`config.mk`:
```
export PLATFORM = sky130hd
export DESIGN_NAME = mod_inc_sequencer_flat
export DESIGN_NICKNAME = d
export VERILOG_FILES = /design/src/rtl/mod_rns_pkg.sv /design/src/rtl/mod_inc_sequencer_if.sv /design/src/rtl/mod_inc_sequencer.sv /design/src/flat_wrapper.sv
export SDC_FILE = /design/constraint.sdc
export NUM_CORES = 1
export LEC_CHECK = 0
export CAP_MARGIN = 20
export CORE_MARGIN = 5
export CORE_UTILIZATION = 43
export DETAILED_ROUTE_END_ITERATION = 6
export HOLD_SLACK_MARGIN = 0.03
export PLACE_DENSITY = 0.85
export SLEW_MARGIN = 5
export SYNTH_ARGS = -nofsm -noshare
export SYNTH_HDL_FRONTEND = slang
export SYNTH_SLANG_ARGS = --single-unit
```
`constraint.sdc`:
```
create_clock -name clk -period 3.16 [get_ports clk]
set_input_delay 0.474 -clock clk [delete_from_list [all_inputs] [get_ports clk]]
set_output_delay 0.474 -clock clk [all_outputs]
set_load 0.05 [all_outputs]
```
`src/rtl/mod_rns_pkg.sv`:
```
// Shared types and default digit parameters for the residue-number digit sequencers.
// One package per RNS digit family; the sequencer FSM encoding lives here.
package mod_rns_pkg;

  typedef enum logic [1:0] {
    IDLE   = 2'd0,
    ISSUE  = 2'd1,
    WAIT   = 2'd2,
    COMMIT = 2'd3
  } seq_state_e;

  // Default digit: modulus 3^11 fits in 18 bits.
  localparam int RNS_DIGIT_W = 18;
  localparam int RNS_MODULUS = 177147;
  localparam int RNS_LATENCY = 2;
  localparam int RNS_PEND_W  = 4;

  // Width of the WAIT-state counter, which counts down from LATENCY-2.
  function automatic int wait_cnt_width(input int latency);
    return (latency > 2) ? $clog2(latency) : 1;
  endfunction

endpackage

```
`src/rtl/mod_inc_sequencer_if.sv`:
```
// Request side of the digit sequencer: increment and load handshakes.
// Valid/ready: a transfer happens on a rising clk edge where valid and ready are both high;
// a producer holds valid (and load_value) until that edge, and ready never depends on valid.
interface mod_inc_sequencer_if
  import mod_rns_pkg::*;
#(
  parameter int DATA_WIDTH = RNS_DIGIT_W
);
  logic                  inc_valid;
  logic                  inc_ready;
  logic                  load_valid;
  logic                  load_ready;
  logic [DATA_WIDTH-1:0] load_value;

  modport master (
    output inc_valid,
    output load_valid,
    output load_value,
    input  inc_ready,
    input  load_ready
  );

  modport slave (
    input  inc_valid,
    input  load_valid,
    input  load_value,
    output inc_ready,
    output load_ready
  );
endinterface

```
`src/rtl/mod_inc_sequencer.sv`:
```
// Issue stage for an external LATENCY-cycle modular increment unit: owns one residue digit,
// queues increment requests, drives the unit, commits results and flags wrap as a carry pulse.
module mod_inc_sequencer
  import mod_rns_pkg::*;
#(
  parameter int DATA_WIDTH = RNS_DIGIT_W,
  parameter int MODULUS    = RNS_MODULUS,
  parameter int LATENCY    = RNS_LATENCY,
  parameter int PEND_W     = RNS_PEND_W
) (
  input  logic                  clk,
  input  logic                  reset_n,
  input  logic                  clear,
  mod_inc_sequencer_if.slave    req,
  output logic [DATA_WIDTH-1:0] unit_a,
  output logic                  unit_cin,
  input  logic [DATA_WIDTH-1:0] unit_result,
  output logic [DATA_WIDTH-1:0] digit,
  output logic                  carry_out,
  output logic                  busy,
  output logic                  err,
  output seq_state_e            fsm_state
);

  localparam logic [PEND_W-1:0]     PEND_MAX  = '1;
  localparam logic [DATA_WIDTH-1:0] MOD_VAL   = DATA_WIDTH'(MODULUS);
  localparam int                    WAIT_W    = wait_cnt_width(LATENCY);
  localparam logic [WAIT_W-1:0]     WAIT_LOAD = WAIT_W'(LATENCY - 2);

  seq_state_e        state;
  logic [PEND_W-1:0] pend_cnt;
  logic [PEND_W-1:0] pend_nxt;
  logic [WAIT_W-1:0] wait_cnt;
  logic              issuing;
  logic              inc_acc;
  logic              load_acc;
  logic              load_bad;

  assign issuing = (state == ISSUE);

  // A slot frees up in the ISSUE cycle, so a full queue still accepts there (net change 0).
  assign req.inc_ready  = ~clear & ((pend_cnt != PEND_MAX) | issuing);
  assign req.load_ready = ~clear & (state == IDLE) & (pend_cnt == '0);

  assign inc_acc  = req.inc_valid & req.inc_ready;
  assign load_acc = req.load_valid & req.load_ready;
  assign load_bad = load_acc & (req.load_value >= MOD_VAL);

  // digit only moves in COMMIT/load/clear, so the unit sees a stable A operand in flight.
  assign unit_a    = digit;
  assign busy      = (state != IDLE) | (pend_cnt != '0);
  assign fsm_state = state;

  always_comb begin
    pend_nxt = pend_cnt;
    if (inc_acc) pend_nxt = pend_nxt + PEND_W'(1);
    if (issuing) pend_nxt = pend_nxt - PEND_W'(1);
  end

  always_ff @(posedge clk or negedge reset_n) begin
    if (!reset_n) begin
      state     <= IDLE;
      pend_cnt  <= '0;
      wait_cnt  <= '0;
      digit     <= '0;
      carry_out <= 1'b0;
      err       <= 1'b0;
      unit_cin  <= 1'b0;
    end else if (clear) begin
      state     <= IDLE;
      pend_cnt  <= '0;
      wait_cnt  <= '0;
      digit     <= '0;
      carry_out <= 1'b0;
      err       <= 1'b0;
      unit_cin  <= 1'b0;
    end else begin
      pend_cnt  <= pend_nxt;
      carry_out <= 1'b0;
      err       <= 1'b0;
      unit_cin  <= 1'b0;
      case (state)
        IDLE: begin
          if (load_acc) begin
            if (load_bad) err   <= 1'b1;
            else          digit <= req.load_value;
          end else if (pend_cnt != '0) begin
            state    <= ISSUE;
            unit_cin <= 1'b1;
          end
        end
        ISSUE: begin
          state    <= WAIT;
          wait_cnt <= WAIT_LOAD;
        end
        WAIT: begin
          if (wait_cnt == '0) state <= COMMIT;
          else                wait_cnt <= wait_cnt - WAIT_W'(1);
        end
        COMMIT: begin
          // An out-of-range result is still written so the fault is visible on digit.
          digit     <= unit_result;
          carry_out <= (unit_result == '0);
          err       <= (unit_result >= MOD_VAL);
          if (pend_nxt != '0) begin
            state    <= ISSUE;
            unit_cin <= 1'b1;
          end else begin
            state <= IDLE;
          end
        end
        default: state <= IDLE;
      endcase
    end
  end

endmodule

```
`src/flat_wrapper.sv`:
```
// flat-port wrapper written by rule: the top's interface ports become plain ports
module mod_inc_sequencer_flat import mod_rns_pkg::*;
#(
  parameter int DATA_WIDTH = RNS_DIGIT_W,
  parameter int MODULUS    = RNS_MODULUS,
  parameter int LATENCY    = RNS_LATENCY,
  parameter int PEND_W     = RNS_PEND_W
)
  (clk, reset_n, clear, unit_a, unit_cin, unit_result, digit, carry_out, busy, err, fsm_state, req_inc_valid, req_load_valid, req_load_value, req_inc_ready, req_load_ready);
  mod_inc_sequencer_if #(.DATA_WIDTH(DATA_WIDTH)) req_i ();
  input  logic clk;
  input  logic reset_n;
  input  logic clear;
  output logic [DATA_WIDTH-1:0] unit_a;
  output logic unit_cin;
  input  logic [DATA_WIDTH-1:0] unit_result;
  output logic [DATA_WIDTH-1:0] digit;
  output logic carry_out;
  output logic busy;
  output logic err;
  output seq_state_e fsm_state;
  input wire logic [$bits(req_i.inc_valid)-1:0] req_inc_valid;
  input wire logic [$bits(req_i.load_valid)-1:0] req_load_valid;
  input wire logic [$bits(req_i.load_value)-1:0] req_load_value;
  output wire logic [$bits(req_i.inc_ready)-1:0] req_inc_ready;
  output wire logic [$bits(req_i.load_ready)-1:0] req_load_ready;
  assign req_i.inc_valid = req_inc_valid;
  assign req_i.load_valid = req_load_valid;
  assign req_i.load_value = req_load_value;
  assign req_inc_ready = req_i.inc_ready;
  assign req_load_ready = req_i.load_ready;
  mod_inc_sequencer #(.DATA_WIDTH(DATA_WIDTH), .MODULUS(MODULUS), .LATENCY(LATENCY), .PEND_W(PEND_W)) u_core (.clk(clk), .reset_n(reset_n), .clear(clear), .req(req_i), .unit_a(unit_a), .unit_cin(unit_cin), .unit_result(unit_result), .digit(digit), .carry_out(carry_out), .busy(busy), .err(err), .fsm_state(fsm_state));
endmodule
```
==> impl_metrics.csv <==
group,metric,value,unit
route,wl_per_cell,17.6,um
synth,yosysWarnings,0,
cts,post_cts_resized,0,
run,cap_violations,0,
place,io_buffers,84,
worst_hold_path,hp-class,"in2async",
sta,fin_crit_sh,94.1,%
cells_and_area,drive_gt1_share,11.6,%
cells_and_area,synthToLayoutAreaGrowth,41.4,%
cts,root_buffer,"clkbuf_8",
route,wl,5800,um
synth,synth_area,2040,um^2
cts,cts_made_buffers,3,
global_routing,antenna_found_initial,0,
sta,skew,0.00793,ns
place,place_hpwl,4610,um
sta,worstMarginPinSlew,0.973,ns
synth,ys_seq_elements,27,
route,routed_via_density,5.74,
route,drc,0,
global_routing,grt-ovfl-total,0,
sta,finalSetupTns,0,ns
synth,synth_cell_types,46,
power_and_ir_drop,vdd.ir_drop.worst,423,uV
global_routing,track_usage,18.4,%
cells_and_area,final.fill_count,390,
global_routing,grt_pass1_vias,1999,
route,drt-pass1-iter-count,4,
synth,ys_seq_area_share,33.1,%
cts,path_clk_slew,0.09,ns
power_and_ir_drop,p_int,1220,uW
route,drt_first_iter_violations,116,
global_routing,grt_max_degree,33,
route,detail-route-antenna-nets,0,
sta,setup_viol_count_final,0,
power_and_ir_drop,combPwrFrac,70.7,%
floorplan,boundaryPins,85,
cells_and_area,multi_input_area,1140,um^2
sta,slew_violations,0,
cells_and_area,nets,324,
setup_path,path_max_fanout,7,
power_and_ir_drop,switchingPower,1310,uW
run_status,status,"completed",
cts,ctsHoldBuffers,0,
place,gp_congestion,0.868,
cells_and_area,layout_common_cells,"clkdlybuf4s50_1 (82), dfrtp_1 (26), nor3_1 (21), mux2i_1 (19), a211oi_1 (12)",
floorplan,start_util,43.8,%
synth,synth_cells,209,
cts,clk_path_buf_depth,2,
floorplan,dieArea,6220,um^2
setup_path,required,3.32,ns
setup_path,startpoint_type,"flop",
power_and_ir_drop,switching_share,51.9,%
synth,synth.avg_cell_area,9.76,um^2
floorplan,die_w,78.9,um
floorplan,coreArea,4660,um^2
cells_and_area,diodes,0,
place,dp_worst_setup_slack,0.0515,ns
power_and_ir_drop,clockPowerShare,7.7,%
cts,post_cts_buffers,0,
global_routing,grt_pass1_wl,9260,um
power_and_ir_drop,power,2530,uW
sta,min_period,2.97,ns
power_and_ir_drop,powerDensity,876,nW/um^2
setup_path,worstSetupEndpointType,"flop",
cells_and_area,final_common_cell,"clkdlybuf4s50_1",
power_and_ir_drop,p_seq_share,21.6,%
cts,ctsHtreeMaxLevel,1,
cells_and_area,seqCellArea,677,um^2
cts,clk_latency,0.27,ns
synth,async_flop_share,100,%
cts,tritoncts,"yes",
sta,slew_headroom,34.7,%
synth,synth_edf_count,0,
sta,setup_slack,0.187,ns
synth,synth_ff_type,"dfrtp_1",
power_and_ir_drop,p_leak,0.00108,uW
setup_path,worstPathArrival,3.14,ns
cts,clock-sinks,27,
synth,syn_nets,256,
setup_path,crit_type,"reg2reg",
sta,fmaxAchievable,0.336,GHz
sta,rsz0062_at_grt,"false",
floorplan,die_h,78.9,um
route,vias,1894,
floorplan,rows,25,
sta,hold_viol,0,
sequential cells by signal, indices dropped and copies added, names as in the netlist:
name / count
u_core.unit_cin: 1
u_core.fsm_state: 2
u_core.carry_out: 1
u_core.digit: 18
u_core.err: 1
u_core.pend_cnt: 4
stage by stage:
stage,instance area [um^2],hold WS [ns],cells,util (%)
final,2880,0.565,330,61.9
after global routing,2880,0.596,330,61.9
after CTS,2880,0.578,330,61.7
after detailed placement,2830,0.582,326,60.8
after global placement,2830,0.566,326,60.8
after floorplan,2040,0.178,209,-
cell type report:
type | count | area share, %
flip-flops and latches | 27 | 23.5
clock buffers | 4 | 1.56
multi-input cells | 145 | 39.5
well taps | 54 | 2.34
repair buffers | 93 | 32.2
inverters | 7 | 0.911
cell usage after synthesis, types with 2 or more instances:
master / number / area [um^2]
nor2_1: 9 / 33.8
o21ai_0: 2 / 10.0
mux2i_1: 19 / 190
o2111a_1: 2 / 22.5
buf_6: 3 / 33.8
nand2b_1: 3 / 18.8
clkbuf_1: 6 / 22.5
dfrtp_1: 27 / 676
o211a_1: 2 / 20.0
ha_1: 6 / 75.1
o21ai_2: 2 / 17.5
buf_2: 2 / 10.0
nand2_1: 3 / 11.3
xnor2_1: 4 / 35.0
o31a_1: 2 / 17.5
a21oi_1: 6 / 30.0
a211oi_2: 10 / 125
buf_4: 18 / 135
a211oi_1: 12 / 90.1
nor3_1: 21 / 105
nand3_1: 6 / 30.0
and2_1: 2 / 12.5
nor2b_1: 4 / 25.0
nor4_1: 8 / 50.1
inv_1: 7 / 26.3
nand4_1: 3 / 18.8
metal layers:
metal / vias up / routed length, um / track usage (%)
li1: 906 / - / -
met1: 910 / 2460 / 23.9
met2: 63 / 2890 / 30.7
met3: 15 / 287 / 3.06
met4: 0 / 166 / 6.87
met5: - / 0 / 0
cell families (layout without fill, tap and decap cells):
group	Yosys count	after routing	synth area share, %
AOI/OAI and AO/OA	44	44	18.7
xor gates and xnor gates	5	5	2.15
adders and majority gates	6	6	3.68
buffers and inverters	37	104	11.3
DFF	27	27	33.1
muxes	20	20	9.88
and+or+nand+nor	70	70	21.1
power groups by stage:
stage               Combinational (uW)  Clock [uW]  Sequential (uW)
finish                            1790         193              546
global route                      1880         213              569
floorplan                         1030           0              793
global placement                  1730           0              547
detailed placement                1760           0              554
CTS                               1770         198              547
final timing paths:
kind / slack, ns / start / to / depth (start not counted)
max in group asynchronous: 2.33 / reset_n / u_core.fsm_state[1] / 2
worst max-delay path: 0.19 / u_core.fsm_state[0] / u_core.unit_cin / 10
worst min-delay path: 0.56 / reset_n / u_core.digit[6] / 2
worst min register to register: 0.59 / u_core.fsm_state[1] / u_core.fsm_state[1] / 2
min in group clk: 0.59 / u_core.fsm_state[1] / u_core.fsm_state[1] / 2
worst max register to register: 0.19 / u_core.fsm_state[0] / u_core.unit_cin / 10
worst max-delay path, cell delays in order (launching register included):
cell and delay, ns:
dfrtp_1 0.45, ha_1 0.25, and4b_1 0.33, nand2b_1 0.20
mux2i_1 0.27, ha_1 0.25, a21oi_1 0.09, mux2_2 0.28
a311oi_2 0.26, nor3_1 0.10, a2111oi_1 0.38
(Power assumes the default switching activity.)
